**src/rtl/forwarding_scoreboard_pkg.sv**
```systemverilog
// Shared types and constants for the forwarding/hazard scoreboard.
package forwarding_scoreboard_pkg;

  localparam int unsigned REG_W_DEF = 4;
  localparam int unsigned REG_W_MAX = 8;

  localparam int unsigned FWD_RF  = 0;
  localparam int unsigned FWD_MEM = 1;
  localparam int unsigned FWD_WB  = 2;

  // Destination is stored at the widest supported register address width
  typedef struct packed {
    logic                 valid;
    logic                 we;
    logic [REG_W_MAX-1:0] dest;
    logic                 is_load;
  } slot_t;

endpackage

```
**src/rtl/forwarding_scoreboard_prio.sv**
```systemverilog
// Per-operand priority encoder: the youngest forwardable producer wins.
module fwd_match_prio
  import forwarding_scoreboard_pkg::*;
#(
  parameter int unsigned DEPTH = 3,
  parameter int unsigned SEL_W = 2
) (
  input  logic [DEPTH-1:0] hit,
  output logic [SEL_W-1:0] sel_c
);

  // hit[k-1] corresponds to slot k; scan oldest to youngest so the youngest overrides
  always_comb begin
    sel_c = SEL_W'(FWD_RF);
    for (int k = int'(DEPTH); k >= 1; k--) begin
      if (hit[k-1]) sel_c = SEL_W'(k);
    end
  end

endmodule

```
**src/rtl/forwarding_scoreboard.sv**
```systemverilog
// DEPTH-deep shadow pipeline producing Exe forwarding selects and a Reg-stage load-use stall.
module forwarding_scoreboard
  import forwarding_scoreboard_pkg::*;
#(
  parameter int unsigned REG_W       = REG_W_DEF,
  parameter int unsigned N_SRC       = 2,
  parameter int unsigned DEPTH       = 3,
  parameter int unsigned LOAD_LAT    = 1,
  parameter bit          ZERO_REG_EN = 1'b0,
  localparam int unsigned SEL_W      = $clog2(DEPTH + 1)
) (
  input  logic                   clk,
  input  logic                   rst,
  input  logic                   dec_valid,
  input  logic [N_SRC*REG_W-1:0] dec_src,
  input  logic [N_SRC-1:0]       dec_src_re,
  input  logic                   dec_we,
  input  logic [REG_W-1:0]       dec_dest,
  input  logic                   dec_is_load,
  input  logic                   flush,
  output logic [N_SRC*SEL_W-1:0] fwd_sel,
  output logic                   stall,
  output logic [15:0]            stall_count
);

  slot_t                         slots [0:DEPTH];
  logic [N_SRC-1:0][REG_W-1:0]   s0_src;
  logic [N_SRC-1:0]              s0_re;
  logic [N_SRC-1:0][REG_W-1:0]   dsrc;
  logic [N_SRC-1:0][DEPTH-1:0]   hit;
  logic [N_SRC-1:0]              op_found;
  logic [N_SRC-1:0]              op_hazard;

  assign dsrc = dec_src;

  function automatic logic match(input slot_t s, input logic [REG_W-1:0] a);
    return s.valid && s.we && (s.dest == REG_W_MAX'(a)) && !(ZERO_REG_EN && (a == '0));
  endfunction

  function automatic logic ready(input slot_t s, input int unsigned k);
    return !s.is_load || (k >= 1 + LOAD_LAT);
  endfunction

  // Forwarding candidates for each Exe operand, one bit per slot 1..DEPTH
  always_comb begin
    hit = '0;
    for (int unsigned i = 0; i < N_SRC; i++) begin
      for (int unsigned k = 1; k <= DEPTH; k++) begin
        hit[i][k-1] = s0_re[i] && match(slots[k], s0_src[i]) && ready(slots[k], k);
      end
    end
  end

  for (genvar i = 0; i < N_SRC; i++) begin : g_op
    fwd_match_prio #(
      .DEPTH(DEPTH),
      .SEL_W(SEL_W)
    ) u_prio (
      .hit  (hit[i]),
      .sel_c(fwd_sel[i*SEL_W +: SEL_W])
    );
  end

  // Only the youngest producer of each operand decides whether the Reg stage must wait
  always_comb begin
    op_found  = '0;
    op_hazard = '0;
    for (int unsigned i = 0; i < N_SRC; i++) begin
      for (int unsigned k = 0; k < DEPTH; k++) begin
        if (dec_src_re[i] && !op_found[i] && match(slots[k], dsrc[i])) begin
          op_found[i]  = 1'b1;
          op_hazard[i] = slots[k].is_load && (k < LOAD_LAT);
        end
      end
    end
  end

  assign stall = dec_valid && !flush && (|op_hazard);

  always_ff @(posedge clk or posedge rst) begin
    if (rst) begin
      for (int unsigned k = 0; k <= DEPTH; k++) slots[k] <= '0;
      s0_src      <= '0;
      s0_re       <= '0;
      stall_count <= '0;
    end else begin
      for (int unsigned k = DEPTH; k >= 1; k--) slots[k] <= slots[k-1];
      if (stall || flush) begin
        slots[0] <= '0;
        s0_src   <= '0;
        s0_re    <= '0;
      end else begin
        slots[0] <= '{valid: dec_valid, we: dec_we, dest: REG_W_MAX'(dec_dest), is_load: dec_is_load};
        s0_src   <= dsrc;
        s0_re    <= dec_src_re;
      end
      if (stall && (stall_count != 16'hFFFF)) stall_count <= stall_count + 16'd1;
    end
  end

endmodule

```
**config.mk**
```make
export PLATFORM = sky130hd
export DESIGN_NAME = forwarding_scoreboard
export DESIGN_NICKNAME = d
export VERILOG_FILES = /design/src/rtl/forwarding_scoreboard_pkg.sv /design/src/rtl/forwarding_scoreboard_prio.sv /design/src/rtl/forwarding_scoreboard.sv
export SDC_FILE = /design/constraint.sdc
export NUM_CORES = 1
export LEC_CHECK = 0
export CORE_ASPECT_RATIO = 0.9
export CORE_MARGIN = 1
export CORE_UTILIZATION = 56
export DETAILED_ROUTE_END_ITERATION = 7
export PLACE_DENSITY_LB_ADDON = 0.05
export SYNTH_ARGS = -nofsm -noshare
export SYNTH_HDL_FRONTEND = slang
export SYNTH_SLANG_ARGS = --single-unit
```
**constraint.sdc**
```tcl
create_clock -name clk -period 4 [get_ports clk]
set_input_delay 0.4 -clock clk [delete_from_list [all_inputs] [get_ports clk]]
set_output_delay 0.4 -clock clk [all_outputs]
set_load 0.1 [all_outputs]
```
# Word-level counts from Yosys, hierarchy flattened
# Index checks and enable logic that the tools add are counted.
# totals
wordCells	96
in_bits	20
register_bits	68
# op_classes
mux	19
n_reduce_logical	45
n_eq_ne	13
n_addsub	1
# op_table
op	n
$eq A8 B4 Y1	12
$logic_and A1 B1 Y1	37
$add A16 B1 Y16 const B	1
$ne A16 B16 Y1 const B	1
$mux W2	7
$mux W11	1
$mux W1	10
$mux W8	1
$logic_not A1 Y1	6
$reduce_or A2 Y1	1
$logic_or A1 B1 Y1	1

# Longest topological paths before layout
# Gate-level depths: netlist of the first run.
# logic_depth
depth_word	16
ltp_mapped	8
ltp_nobuf	7

# Hierarchy
# Synthesis of the first run repeated with hierarchy kept, for this count alone.
# hier_totals
cells_unflattened	188
hier_area_um2	2232.1
# modules_own_cells
module	cells_each	area_per_inst_um2	n_inst
forwarding_scoreboard	180	2194.6	1
fwd_match_prio	4	18.8	2

# Worst setup path before layout of the first run
# No wires, ideal clock.
# synth_path
path_type	register -> output
from	reg s0_src[6] (netlist name)
to	out fwd_sel[2]
stages_incl_launch_ff	4
arrival_ns	3.224
path_slack_ns	0.376
n_path_buf	0
cell_sequence	dfrtp_1 -> xor2_1 -> or4_1 -> o21ai_0
# synth_via
elab_chain_cells	6
# synth_rtl
item	line_no	text
start: declaration	forwarding_scoreboard.sv:27	logic [N_SRC-1:0][REG_W-1:0] s0_src;
start signal: assignment	forwarding_scoreboard.sv:94	s0_src <= dsrc;
$eq A8 B4 Y1	forwarding_scoreboard.sv:37	return s.valid && s.we && (s.dest == REG_W_MAX'(a)) && !(ZERO_REG_EN && (a == '0));
$logic_and A1 B1 Y1	forwarding_scoreboard.sv:37	
$logic_and A1 B1 Y1	forwarding_scoreboard.sv:49	hit[i][k-1] = s0_re[i] && match(slots[k], s0_src[i]) && ready(slots[k], k);
$mux W2 (2 in series)	forwarding_scoreboard_prio.sv:16	if (hit[k-1]) sel_c = SEL_W'(k);
$mux W2 *	forwarding_scoreboard_prio.sv:16	
end: declaration	forwarding_scoreboard.sv:21	output logic [N_SRC*SEL_W-1:0] fwd_sel,
# Mark *: on every way between the ends. The rest lies on a longest branch, timed or not.

# Worst setup path after layout of the first run
# layout_path
from	reg s0_src[1] (netlist name)
to	out fwd_sel[0]
# Same word-level chain as after synthesis.

==> results by stage, run 1 <==
Critical path:
- In this run the critical register-to-register path is captured at s0_src[5].
- The delay of the slowest critical-path stage is about 1.1 ns.
- STA classifies the critical path startpoint as a register.
- On the critical path the largest part of the delay comes from buffers and inverters.
- In this run the critical register-to-register path is launched from slots[34].
- The critical path class is reg2out.
- Walking the worst path, the cells encountered are xnor2_1 -> nand4_1 -> nor4_1 -> nor2b_1 -> or2_2 -> clkdlybuf4s50_1.
- Counting both buffers and inverters, the worst setup path holds a total of 1.
- The worst register-to-register path has a setup slack of around 1.6 ns.
- The highest net fanout along the worst path is 3.
- On the critical path, the stage with the largest delay is an instance of sky130_fd_sc_hd__clkdlybuf4s50_1.
- The worst path arrival time is about 2.7 ns.
- Measured in cells, the most critical reg-to-reg path has a length of 7.
- The critical path starts at s0_src[1].
- The nature of the critical path endpoint is a primary output.
- The required time at the worst-slack endpoint is roughly 3.6 ns.

Synth:
- Counting instances in the post-synthesis netlist gives the leading cell types as sky130_fd_sc_hd__dfrtp_1, sky130_fd_sc_hd__xor2_1, sky130_fd_sc_hd__and2_1.
- The number of enable-type register cells in the synthesized netlist is 0.
- The async set-reset flop share out of synthesis is 100%.
- Among all cell types in the netlist, the one instantiated most often is sky130_fd_sc_hd__dfrtp_1.
- The synthesis warning total is 0.
- Counting flops and latches in the post-synthesis netlist gives 52.
- The share of Yosys cell area claimed by the top area cell type is 56.0%.
- The number of cells produced by synthesis is 190.
- The share of synthesized area occupied by flip-flops and latches is between 50% and 60%.
- The leading register cell type out of synthesis is sky130_fd_sc_hd__dfrtp_1.
- Yosys attributes the largest share of cell area to sky130_fd_sc_hd__dfrtp_1, sky130_fd_sc_hd__xor2_1, sky130_fd_sc_hd__xnor2_1.
- The number of nets in the synthesized netlist is 211.
- Summing every instance area after synthesis gives 2320 sq um.
- After synthesis, the netlist uses 35 different library cells.
- The biggest area contributor in the post-synthesis netlist is sky130_fd_sc_hd__dfrtp_1.
- The mean area per synthesized cell is ~12 sq um.

Clock network:
- The CTS tree is done.
- The number of buffers inserted for hold repair after clock tree synthesis is 0.
- The count of buffers added by post-CTS timing repair for setup is 0.
- The H-tree was split into 2 levels.
- Post-CTS repair changed the size of 0 cells.
- The largest buffer count on any clock path is 2.
- For the worst-skew pair, the clock arrives at the later sink with an insertion delay of 0.31 ns.
- The register clock-pin slew on the reported worst setup and hold paths is ~0.090 ns.
- The clock net in this run drives a total of 52 sinks.
- The tree is rooted in a sky130_fd_sc_hd__clkbuf_8.
- The CTS buffer count is 5.

Worst hold path:
- The path class of the tightest hold or removal check is reg2reg.
- The startpoint identified for the worst hold timing path is slots[42].
- The cell count of the worst hold path is 0.
- The worst-case hold path end point is slots[31].

GRT:
- The initial antenna violation count is 0.
- The global routing usage summed across all routing layers is a little over a fifth.
- The number of global-route vias before repair is 1500.
- Global routing finished with a remaining overflow of 0.
- The maximum number of pins on one net before global-route repair is 53.
- The first global-routing pass estimated 7180 um of wire.

Floorplan:
- The I/O pin total is 41.
- The full die area is about 4400 sq um.
- For this configuration, the core starts out at a cell density of ~60%.
- The core area is ~3800 sq um.
- The overall die width is ~70 um.
- The number of placement rows is 21.
- The y dimension of the die is between 60 and 70 um.

Placed design:
- The number of instances in the placed design is 272.
- The wire-length estimate of the detail-placed layout is 3010 um.
- Port buffering added 40 buffers.
- The congestion estimate from routability-driven global placement came to between 0.9 and 1.

Detailed routing:
- After detailed routing, the average wire length per cell comes to around 15 um.
- The number of DRC violations after detailed routing is 0.
- The via density per instance is roughly 5.4.
- The number of vias in the routed layout is 1511.
- The violation count after the first detailed-routing iteration is 93.
- After detailed routing, the total wire length is 4080 um.
- The first-pass iteration count of the detailed router is 4.
- Once detail routing completed, the nets flagged for antenna violations numbered 0.

Finish:
- The final non-filler cell total is 280.
- The area added between synthesis and finish is 22.0%.
- Summing all flip-flop and latch instances after layout gives between 1000 and 1500 sq um.
- The number of nets in the layout is between 200 and 300.
- The number of fill cells is between 200 and 300.
- The share of post-route cells with drive strength above 1 is a little over a tenth.
- The number of antenna diodes in the final layout is 0.
- Summing all multi-input logic gate instances after layout gives between 900 and 1000 sq um.

Power and ir drop:
- Dividing total power by cell area gives a power density of about 340 nW/um^2.
- The analysis attributes to cell leakage a power of about 1.3 nW.
- IR analysis of the VDD net gives a maximum drop of between 0.2 and 0.3 mV.

STA:
- The number of pins exceeding their max-slew limit in the final report is 0.
- The final count of negative-setup-slack endpoints is 0.
- Setup repair after global routing left no endpoint under its margin.
- The hold violation total from the final report is 0.
- Setup total negative slack on the finished layout was measured at 0 ns.
- The clock arrives with roughly 0.0045 ns of skew.
- The routed design could run at a clock period as short as 3.07 ns.
- Static timing analysis puts the maximum clock frequency at about 330 MHz.
- The worst pin sits at a relative slew slack of about 30%.
- The part of the cycle the worst path needs is 76.9%.
- The slew at the pin closest to its max-slew limit is roughly 1.0 ns.

Status:
- The flow ran to the end, and the final reports show no timing, DRC or antenna violations.

Run:
- The max-cap violation count is 0.
==> flip-flops by register name, indices dropped and copies added, names as in the netlist <==
name         count
slots           26
s0_src           8
s0_re            2
stall_count     16
==> per-stage QoR <==
step | worst slack (ns) | total power [W] | hold slack [ns] | area [sq um] | utilization, %
finish | 0.925 | 0.000951 | 0.400 | 2840 | 73.9
global route | 0.731 | 0.000991 | 0.418 | 2840 | 73.9
CTS | 0.898 | 0.000956 | 0.406 | 2840 | 73.9
detailed placement | 1.14 | 0.000650 | 0.384 | 2740 | 71.4
global placement | 1.26 | 0.000647 | 0.380 | 2740 | 71.4
floorplan | 0.376 | 0.000615 | 0.353 | 2320 | -
==> how the worst max path moves through the flow <==
stage	endpoint	slack, ns	depth (start not counted)
after detailed placement	slots[33]	1.14	8
after CTS	fwd_sel[0]	0.90	6
after global routing	fwd_sel[0]	0.73	6
after global placement	slots[42]	1.26	8
final	fwd_sel[0]	0.93	6
after floorplan	fwd_sel[2]	0.38	3
==> layout make-up <==
type                            count  share of cell area (%)
Clock buffer                        6                    2.91
Clock inverter                      2                   0.530
Inverter                            4                   0.530
Multi-Input combinational cell    130                    34.2
Sequential cell                    52                    45.9
Tap cell                           46                    2.03
Timing Repair Buffer               40                    13.9
==> cells in the final DEF, fill, tap and decap left out, types with 3 or more instances in the layout <==
cell / netlist / final
sky130_fd_sc_hd__and2_1: 16 / 16
sky130_fd_sc_hd__and3_1: 4 / 4
sky130_fd_sc_hd__buf_4: 0 / 3
sky130_fd_sc_hd__clkbuf_8: 0 / 6
sky130_fd_sc_hd__clkdlybuf4s50_1: 0 / 37
sky130_fd_sc_hd__dfrtp_1: 52 / 52
sky130_fd_sc_hd__inv_1: 4 / 3
sky130_fd_sc_hd__nand2_1: 7 / 7
sky130_fd_sc_hd__nand3_1: 9 / 9
sky130_fd_sc_hd__nand4_1: 5 / 5
sky130_fd_sc_hd__nor2_1: 6 / 6
sky130_fd_sc_hd__nor3_1: 5 / 5
sky130_fd_sc_hd__nor4_1: 4 / 4
sky130_fd_sc_hd__nor4_2: 7 / 7
sky130_fd_sc_hd__nor4b_1: 3 / 3
sky130_fd_sc_hd__xnor2_1: 15 / 15
sky130_fd_sc_hd__xor2_1: 28 / 28
==> metal layers <==
metal,global-route usage [%],vias up,routed length (um)
met4,6.75,0,30
met1,30.9,731,2030
met5,0,-,0
met3,4.96,4,153
met2,31.3,39,1870
li1,-,737,-
==> logic make-up (layout without fill, tap and decap cells) <==
| kind of cell | Yosys count | in the layout | synth area share, % |
|---|---|---|---|
| buffers and inverters | 8 | 52 | 2.26 |
| AO/OA/AOI/OAI | 6 | 6 | 1.78 |
| adder cells (fa/ha/maj) | 1 | 1 | 0.538 |
| flip-flops | 52 | 52 | 56.0 |
| AND/OR/NAND/NOR | 79 | 79 | 22.8 |
| XOR/XNOR | 43 | 43 | 16.2 |
| multiplexers | 1 | 1 | 0.484 |
==> where the power goes <==
part / switching (W) / total [W] / internal (W) / leakage, nW
sequential: 0.0000194 / 0.000563 / 0.000544 / 0.688
combinational: 0.0000347 / 0.0000752 / 0.0000404 / 0.584
clock: 0.000172 / 0.000312 / 0.000140 / 0.0434
total: 0.000226 / 0.000951 / 0.000725 / 1.32
(Power assumes the default switching activity.)
==> run 2: changes to the inputs <==
--- a/config.mk
+++ b/config.mk
@@ -7,7 +7,7 @@
 export LEC_CHECK = 0
 export CORE_ASPECT_RATIO = 0.9
 export CORE_MARGIN = 1
-export CORE_UTILIZATION = 56
+export CORE_UTILIZATION = 52
 export DETAILED_ROUTE_END_ITERATION = 7
 export PLACE_DENSITY_LB_ADDON = 0.05
 export SYNTH_ARGS = -nofsm -noshare
==> constraint.sdc (replaced) <==
create_clock -name clk -period 3.1 [get_ports clk]
set_input_delay 0.31 -clock clk [delete_from_list [all_inputs] [get_ports clk]]
set_output_delay 0.31 -clock clk [all_outputs]
set_load 0.1 [all_outputs]
==> run 2 against run 1 <==
Total power rose by 25%. Sequential power rose by 29%. Hold slack got worse by 0.016 ns. Critical path depth rose by 2. Highest routed layer unchanged.
==> results by stage, run 2 (synthesized netlist as in run 1, its figures left out) <==
Status:
- The run finished with clean final reports.

Power and ir drop:
- The internal portion of total power is 0.000907 W (+25%).
- The combinational share of power is 8.2% (+0.3 points).
- The static leakage power came to 1.35 nW (+2.4%).
- The maximum VDD drop came to 0.257 mV (-12%).
- The clock network fraction of total power was 30.5% (-2.3 points).
- The switching power total was 0.000278 W (+23%).
- The ratio of total power to cell area was 418 nW/um^2 (+25%).
- The switching share of total power came to 23.5% (-0.29 points).
- The register share of total power was 61.3% (+2.0 points).

Finish:
- The library cells used most frequently in the layout, excluding fill and tap cells, are sky130_fd_sc_hd__dfrtp_1, sky130_fd_sc_hd__xor2_1, sky130_fd_sc_hd__clkdlybuf4s50_1.
- The flip-flop count of the largest register after layout is 26 (unchanged).
- The area taken by flip-flops and latches came to 1300 sq um (unchanged).
- The number of fill cells is 340 (+25%).
- The count of inserted antenna diode cells is 0 (unchanged).
- The number of nets in the layout was 256 (+0.79%).
- The top register by number of flip-flops is slots.
- The final standard cell utilization of the core was 67.9% (-6.1 points).
- Compared with the post-synthesis result, the final layout area differs by 22.1%.
- The largest registers in the layout are slots (26), stall_count (16), s0_src (8).
- The share of post-route cells with drive strength above 1 came to 15.3% (+4.6 points).
- The footprint of the multi-input gates is 971 sq um (unchanged).
- The library cell used most frequently in the layout, excluding fill and tap cells, is sky130_fd_sc_hd__dfrtp_1.
- The final design area excluding fillers is 2840 sq um (+0.13%).

Clock network:
- The CTS buffer count came to 5 (unchanged).
- The register clock-pin slew on the reported worst setup and hold paths is 0.09 ns (about the same).
- The largest buffer count on any clock path is 2 (unchanged).
- The depth of the CTS H-tree came to 2 (unchanged).
- The number of buffers inserted for hold repair after clock tree synthesis was 0 (unchanged).
- The latest clock arrival within the worst-skew pair is 0.31 ns (about the same).
- The tree is rooted in a sky130_fd_sc_hd__clkbuf_8.
- The count of cells resized by post-cts repair was 0 (unchanged).
- The total number of clock tree sinks is 52 (unchanged).
- TritonCTS built the clock tree.
- The count of buffers added by post-CTS timing repair for setup came to 0 (unchanged).

Critical path:
- The highest net fanout along the worst path was 16 (+13).
- The category of the worst setup path launch point is a primary input.
- The required time at the worst-slack endpoint is 2.79 ns (-0.81 ns).
- The largest individual stage delay along the critical path comes from the cell sky130_fd_sc_hd__nor2_2.
- In this run the critical register-to-register path is captured at s0_src[0].
- The delay of the slowest critical-path stage was 0.64 ns (-0.48 ns).
- The worst path arrival time is 2.30 ns (-0.37 ns).
- The critical path goes through clkdlybuf4s50_1 -> nor2b_1 -> nand4_1 -> nor4_1 -> nor2_2 -> inv_1 -> buf_4 -> buf_12.
- The worst register-to-register path begins at slots[34].
- The depth of the most critical reg-to-reg path is 7 (unchanged).
- The worst-case register-to-register setup slack was 0.75 ns (-0.82 ns).
- The critical path class is in2out.
- STA classifies the critical path endpoint as a primary output.

GRT:
- The number of global-route vias before repair was 1531 (+2.1%).
- The maximum number of pins on one net before global-route repair is 53 (unchanged).
- The overall overflow remaining after global route was 0 (unchanged).
- The initial antenna violation count came to 0 (unchanged).
- The global routing usage summed across all routing layers was 20.1% (-0.96 points).
- The first-pass GRT wire length is 7040 um (-2.0%).

STA:
- The hold violation total from the final report was 0 (unchanged).
- Setup repair after global routing left no endpoint under its margin.
- The final count of negative-setup-slack endpoints is 0 (unchanged).
- The summed negative setup slack over all endpoints was 0 ns (unchanged).
- The setup slack after layout came to 0.494 ns (-0.431 ns).
- The final critical path takes up a little over four fifths of the cycle.
- The normalized max-slew margin is 30.5% (+0.59 points).
- The number of pins exceeding their max-slew limit in the final report is 0 (unchanged).
- Timing would allow up to roughly 380 MHz.
- The final clock skew was 0.00445 ns (-0.0000820 ns).
- The slew at the pin closest to its max-slew limit is 1.04 ns (-0.00883 ns).
- The worst path needs roughly 2.6 ns of the cycle, external delays included.

Worst hold path:
- The critical hold path startpoint is slots[42].
- The path class of the tightest hold or removal check is reg2reg.
- The worst hold path terminates at slots[31].
- The cell count of the worst hold path is 0 (unchanged).

Floorplan:
- The core area is 4180 sq um (+9.1%).
- The full die area is 4740 sq um (+7.5%).
- The y dimension of the die came to 65.4 um (+3.7%).
- The overall die width was 72.5 um (+3.7%).
- The I/O pin total was 41 (unchanged).
- The initial core utilization is 55.6% (-5.0 points).
- The number of placement rows is 22 (+4.8%).

Detailed routing:
- The first-pass iteration count of the detailed router came to 5 (+1).
- The number of DRC violations after detailed routing was 0 (unchanged).
- The via density per instance is 5.23 (-3.0%).
- The violation count after the first detailed-routing iteration was 67 (-28%).
- The number of vias in the routed layout came to 1544 (+2.2%).
- The average wire per cell in the routed design is 14.3 um (-2.0%).
- The post-route antenna net violation count was 0 (unchanged).
- The sum of routed wire length over all layers is 4220 um (+3.2%).

Placed design:
- The standard cell area after detailed placement was 2760 sq um (+0.73%).
- The post-placement worst setup slack is 0.377 ns (-0.766 ns).
- The placed wire-length estimate after detailed placement is 3120 um (+3.9%).
- The number of input and output port buffers inserted came to 40 (unchanged).
- The last weighted congestion value of the routability-driven placer is 0.890 (-3.3%).

Run:
- The max-cap violation count is 0 (unchanged).
run 2: cell types whose count changed in the layout (fill, tap and decap cells not counted):
cell,previous run,this run
sky130_fd_sc_hd__buf_4,3,14
sky130_fd_sc_hd__o21ai_0,1,0
sky130_fd_sc_hd__clkinvlp_4,2,1
sky130_fd_sc_hd__clkinv_2,0,1
sky130_fd_sc_hd__buf_12,0,1
sky130_fd_sc_hd__clkdlybuf4s50_1,37,27
sky130_fd_sc_hd__o21ai_1,0,1
sky130_fd_sc_hd__clkbuf_8,6,5
run 2: area by class of cell:
| class | count | area share [%] |
|---|---|---|
| multi-input cells | 130 | 34.2 |
| clock inverters | 2 | 0.441 |
| repair buffers | 42 | 13.9 |
| well taps | 60 | 2.64 |
| inverters | 4 | 0.529 |
| clock buffers | 5 | 2.42 |
| flip-flops and latches | 52 | 45.8 |
run 2: how the worst max path moves through the flow:
stage	startpoint	endpoint	slack, ns	cells past startpoint
floorplan	s0_src[6]	fwd_sel[2]	0.32	3
global placement	flush	s0_src[5]	0.45	8
detailed placement	flush	s0_src[0]	0.38	8
CTS	flush	stall	0.51	8
global route	flush	stall	0.35	8
finish	flush	stall	0.49	8
run 2: per-layer routing:
metal  share of wire (%)  up-vias  track usage (%)
li1                    -      732                -
met1                  48      748             28.4
met2                  45       55             29.2
met3                 5.1        9             5.52
met4                 1.8        0             8.82
met5                   0        -                0
run 2: worst max-delay path, delay by kind of cell:
kind / cells / cell delay (ns)
buf+inv: 4 / 1.04
simple gates: 4 / 0.93
run 2: stage by stage:
| stage | hold slack [ns] | cells | total power, W |
|---|---|---|---|
| CTS | 0.389 | 295 | 0.00120 |
| global route | 0.406 | 295 | 0.00124 |
| floorplan | 0.353 | 190 | 0.000794 |
| detailed placement | 0.365 | 288 | 0.000838 |
| global placement | 0.362 | 288 | 0.000834 |
| finish | 0.383 | 295 | 0.00119 |
run 2: power by group through the flow:
stage          registers [W]   logic, W  clock network (W)
2_1_floorplan       0.000736  0.0000579                  0
3_3_place_gp        0.000739  0.0000952                  0
3_5_place_dp        0.000740  0.0000980                  0
4_1_cts             0.000727  0.0000982           0.000375
5_1_grt             0.000730   0.000108           0.000404
6_report            0.000727  0.0000974           0.000361
==> run 3: changes to the inputs <==
==> constraint.sdc (replaced) <==
create_clock -name clk -period 2.6 [get_ports clk]
set_input_delay 0.26 -clock clk [delete_from_list [all_inputs] [get_ports clk]]
set_output_delay 0.26 -clock clk [all_outputs]
set_load 0.1 [all_outputs]
==> run 3 against run 2 <==
Via count increased by 0.32%. Critical path type unchanged. Sequential power up 19%. First-iteration DRC count grew 28%. Critical endpoint unchanged. Largest cell class unchanged. Global-route usage up 0.10 points. Setup slack got worse by 0.42 ns.
==> results by stage, run 3 (synthesized netlist as in run 1, its figures left out) <==
Critical path:
- The nature of the critical path endpoint is a primary output.
- The highest net fanout along the worst path is 16 (unchanged).
- The family with the most delay on the worst path is simple AND/OR/NAND/NOR gates.
- The worst register-to-register path begins at slots[36].
- Traced cell by cell, the critical path runs through clkdlybuf4s50_1 -> nor2b_1 -> nand4_1 -> nor4_1 -> nor2_4 -> inv_1 -> buf_12.
- The worst path arrival time is 2.26 ns (-0.04 ns).
- The combined buffer and inverter count along the critical path came to 3 (-1).
- The critical path class is in2out.
- The critical path launch point is flush.
- The worst setup path is launched from a primary input.
- The largest individual stage delay along the critical path comes from the cell sky130_fd_sc_hd__nor4_1.
- The delay of the slowest critical-path stage was 0.50 ns (-0.14 ns).
- The required time at the worst-slack endpoint is 2.34 ns (-0.45 ns).

GRT:
- The first-pass GRT wire length is 7140 um (+1.5%).
- The number of global-route vias before repair came to 1530 (-0.065%).
- The global routing usage summed across all routing layers came to 20.2% (+0.10 points).
- The maximum number of pins on one net before global-route repair is 30 (-43%).
- The overall overflow remaining after global route is 0 (unchanged).
- The initial antenna violation count is 0 (unchanged).

Detailed routing:
- The average wire per cell in the routed design is 14.3 um (about the same).
- The via density per instance is 5.22 (-0.35%).
- The number of DRC violations after detailed routing came to 0 (unchanged).
- The met3 layer wire length in the routed design is 207 um (-4.2%).
- The violation count after the first detailed-routing iteration is 86 (+28%).
- The routed metal-1 wirelength is 2120 um (+5.5%).
- The routed length on met2 is 1860 um (-2.8%).
- The post-route antenna net violation count is 0 (unchanged).
- The highest metal layer with signal wires is met4.
- The number of vias in the routed layout is 1549 (+0.32%).
- The first-pass iteration count of the detailed router came to 4 (-1).
- The sum of routed wire length over all layers is 4250 um (+0.71%).

Finish:
- The flip-flop count of the largest register after layout was 26 (unchanged).
- The count of inserted antenna diode cells came to 0 (unchanged).
- The share of post-route cells with drive strength above 1 was 20.3% (+4.9 points).
- The top cell types in the final layout, fill and taps aside, are sky130_fd_sc_hd__dfrtp_1, sky130_fd_sc_hd__xor2_1, sky130_fd_sc_hd__buf_4.
- The number of nets in the layout is 257 (+0.39%).
- The final standard cell utilization of the core is 69.4% (+1.5 points).
- Leaving out fill and tap cells, the most frequent cell in the layout is sky130_fd_sc_hd__dfrtp_1.
- slots holds more flip-flops than any other register.
- The largest registers in the layout are slots (26), stall_count (16), s0_src (8).
- The area added between synthesis and finish is 24.9%.

Placed design:
- The number of input and output port buffers inserted is 40 (unchanged).
- The post-placement worst setup slack came to -0.283 ns (-0.660 ns).
- The last weighted congestion value of the routability-driven placer is 0.908 (+2.1%).
- The placed wire-length estimate after detailed placement is 3300 um (+5.6%).

Clock network:
- The latest clock arrival within the worst-skew pair was 0.31 ns (about the same).
- The number of buffers inserted for hold repair after clock tree synthesis came to 0 (unchanged).
- The count of cells resized by post-cts repair is 0 (unchanged).
- The depth of the CTS H-tree was 2 (unchanged).
- The largest buffer count on any clock path is 2 (unchanged).
- The root buffer cell chosen for the clock tree is sky130_fd_sc_hd__clkbuf_8.
- The total number of clock tree sinks was 52 (unchanged).
- The register clock-pin slew on the reported worst setup and hold paths was 0.10 ns (about the same).
- The CTS buffer count is 5 (unchanged).
- The CTS tree is done.
- The count of buffers added by post-CTS timing repair for setup is 0 (unchanged).

STA:
- The final count of negative-setup-slack endpoints was 0 (unchanged).
- The slew at the pin closest to its max-slew limit is 0.584 ns (-0.457 ns).
- The worst hold slack is 0.329 ns (-0.0549 ns).
- The hold violation total from the final report is 0 (unchanged).
- The part of the cycle the worst path needs is between 90% and 100%.
- The number of pins exceeding their max-slew limit in the final report is 0 (unchanged).
- The normalized max-slew margin came to 61.0% (+30 points).
- The setup slack after layout is 0.0755 ns (-0.419 ns).
- The final clock skew is 0.0122 ns (+0.00776 ns).
- For the finished layout, the period the worst path requires is about 2.5 ns.
- The timing-limited maximum frequency is between 300 and 400 MHz.

Power and ir drop:
- The switching power total is 0.000340 W (+22%).
- The maximum VDD drop is 0.488 mV (+90%).
- The register share of total power was 55.7% (-5.6 points).
- The total power after layout is 0.00156 W (+31%).
- The internal portion of total power is 0.00122 W (+34%).
- The static leakage power came to 1.40 nW (+3.9%).
- The combinational share of power came to 7.6% (-0.6 points).
- The clock network fraction of total power is 36.7% (+6.2 points).
- The switching share of total power was 21.8% (-1.7 points).
- The ratio of total power to cell area is 536 nW/um^2 (+28%).

Floorplan:
- The core area is 4180 sq um (unchanged).
- The initial core utilization was 55.6% (unchanged).
- The overall die width is 72.5 um (unchanged).
- The number of placement rows is 22 (unchanged).
- The y dimension of the die is 65.4 um (unchanged).
- The I/O pin total came to 41 (unchanged).
- The full die area is 4740 sq um (unchanged).

Run:
- The max-cap violation count was 0 (unchanged).

Worst hold path:
- The tightest min-delay check is of the in2async type.

Status:
- The run finished with clean final reports.
run 3: area by class of cell:
| class | instances | area (sq um) |
|---|---|---|
| clock inverter | 2 | 38.8 |
| fill | 293 | 1280 |
| inverter | 4 | 15.0 |
| timing repair buffer | 43 | 408 |
| tap | 60 | 75.1 |
| multi-input combinational | 130 | 982 |
| clock buffer | 6 | 82.6 |
| sequential | 52 | 1300 |
run 3: power groups by stage:
stage                     registers [W]  clock network (W)  logic [W]
after floorplan                0.000878                  0  0.0000691
after global placement         0.000881                  0   0.000116
after detailed placement       0.000883                  0   0.000119
after CTS                      0.000867           0.000584   0.000120
after global routing           0.000871           0.000626   0.000132
final                          0.000866           0.000571   0.000118
run 3: per-stage QoR:
stage | instances | TNS (ns) | instance area (sq um)
CTS | 297 | 0 | 2900
global placement | 289 | -1.78 | 2770
detailed placement | 289 | -3.66 | 2770
finish | 297 | 0 | 2900
global route | 297 | -0.0180 | 2900
floorplan | 190 | 0 | 2330
run 3: worst paths after layout:
path | end | slack (ns) | depth (start not counted)
setup / recovery | stall | 0.08 | 7
hold / removal | slots[2] | 0.33 | 2
setup reg to reg | stall_count[1] | 0.47 | 5
hold reg to reg | slots[32] | 0.37 | 0
max in group asynchronous | slots[3] | 1.66 | 3
min in group clk | slots[32] | 0.37 | 0
run 3: metal layers:
layer,up-vias,global-route usage (%)
li1,744,-
met1,749,30.4
met2,49,28.5
met3,7,3.83
met4,0,8.58
met5,-,0
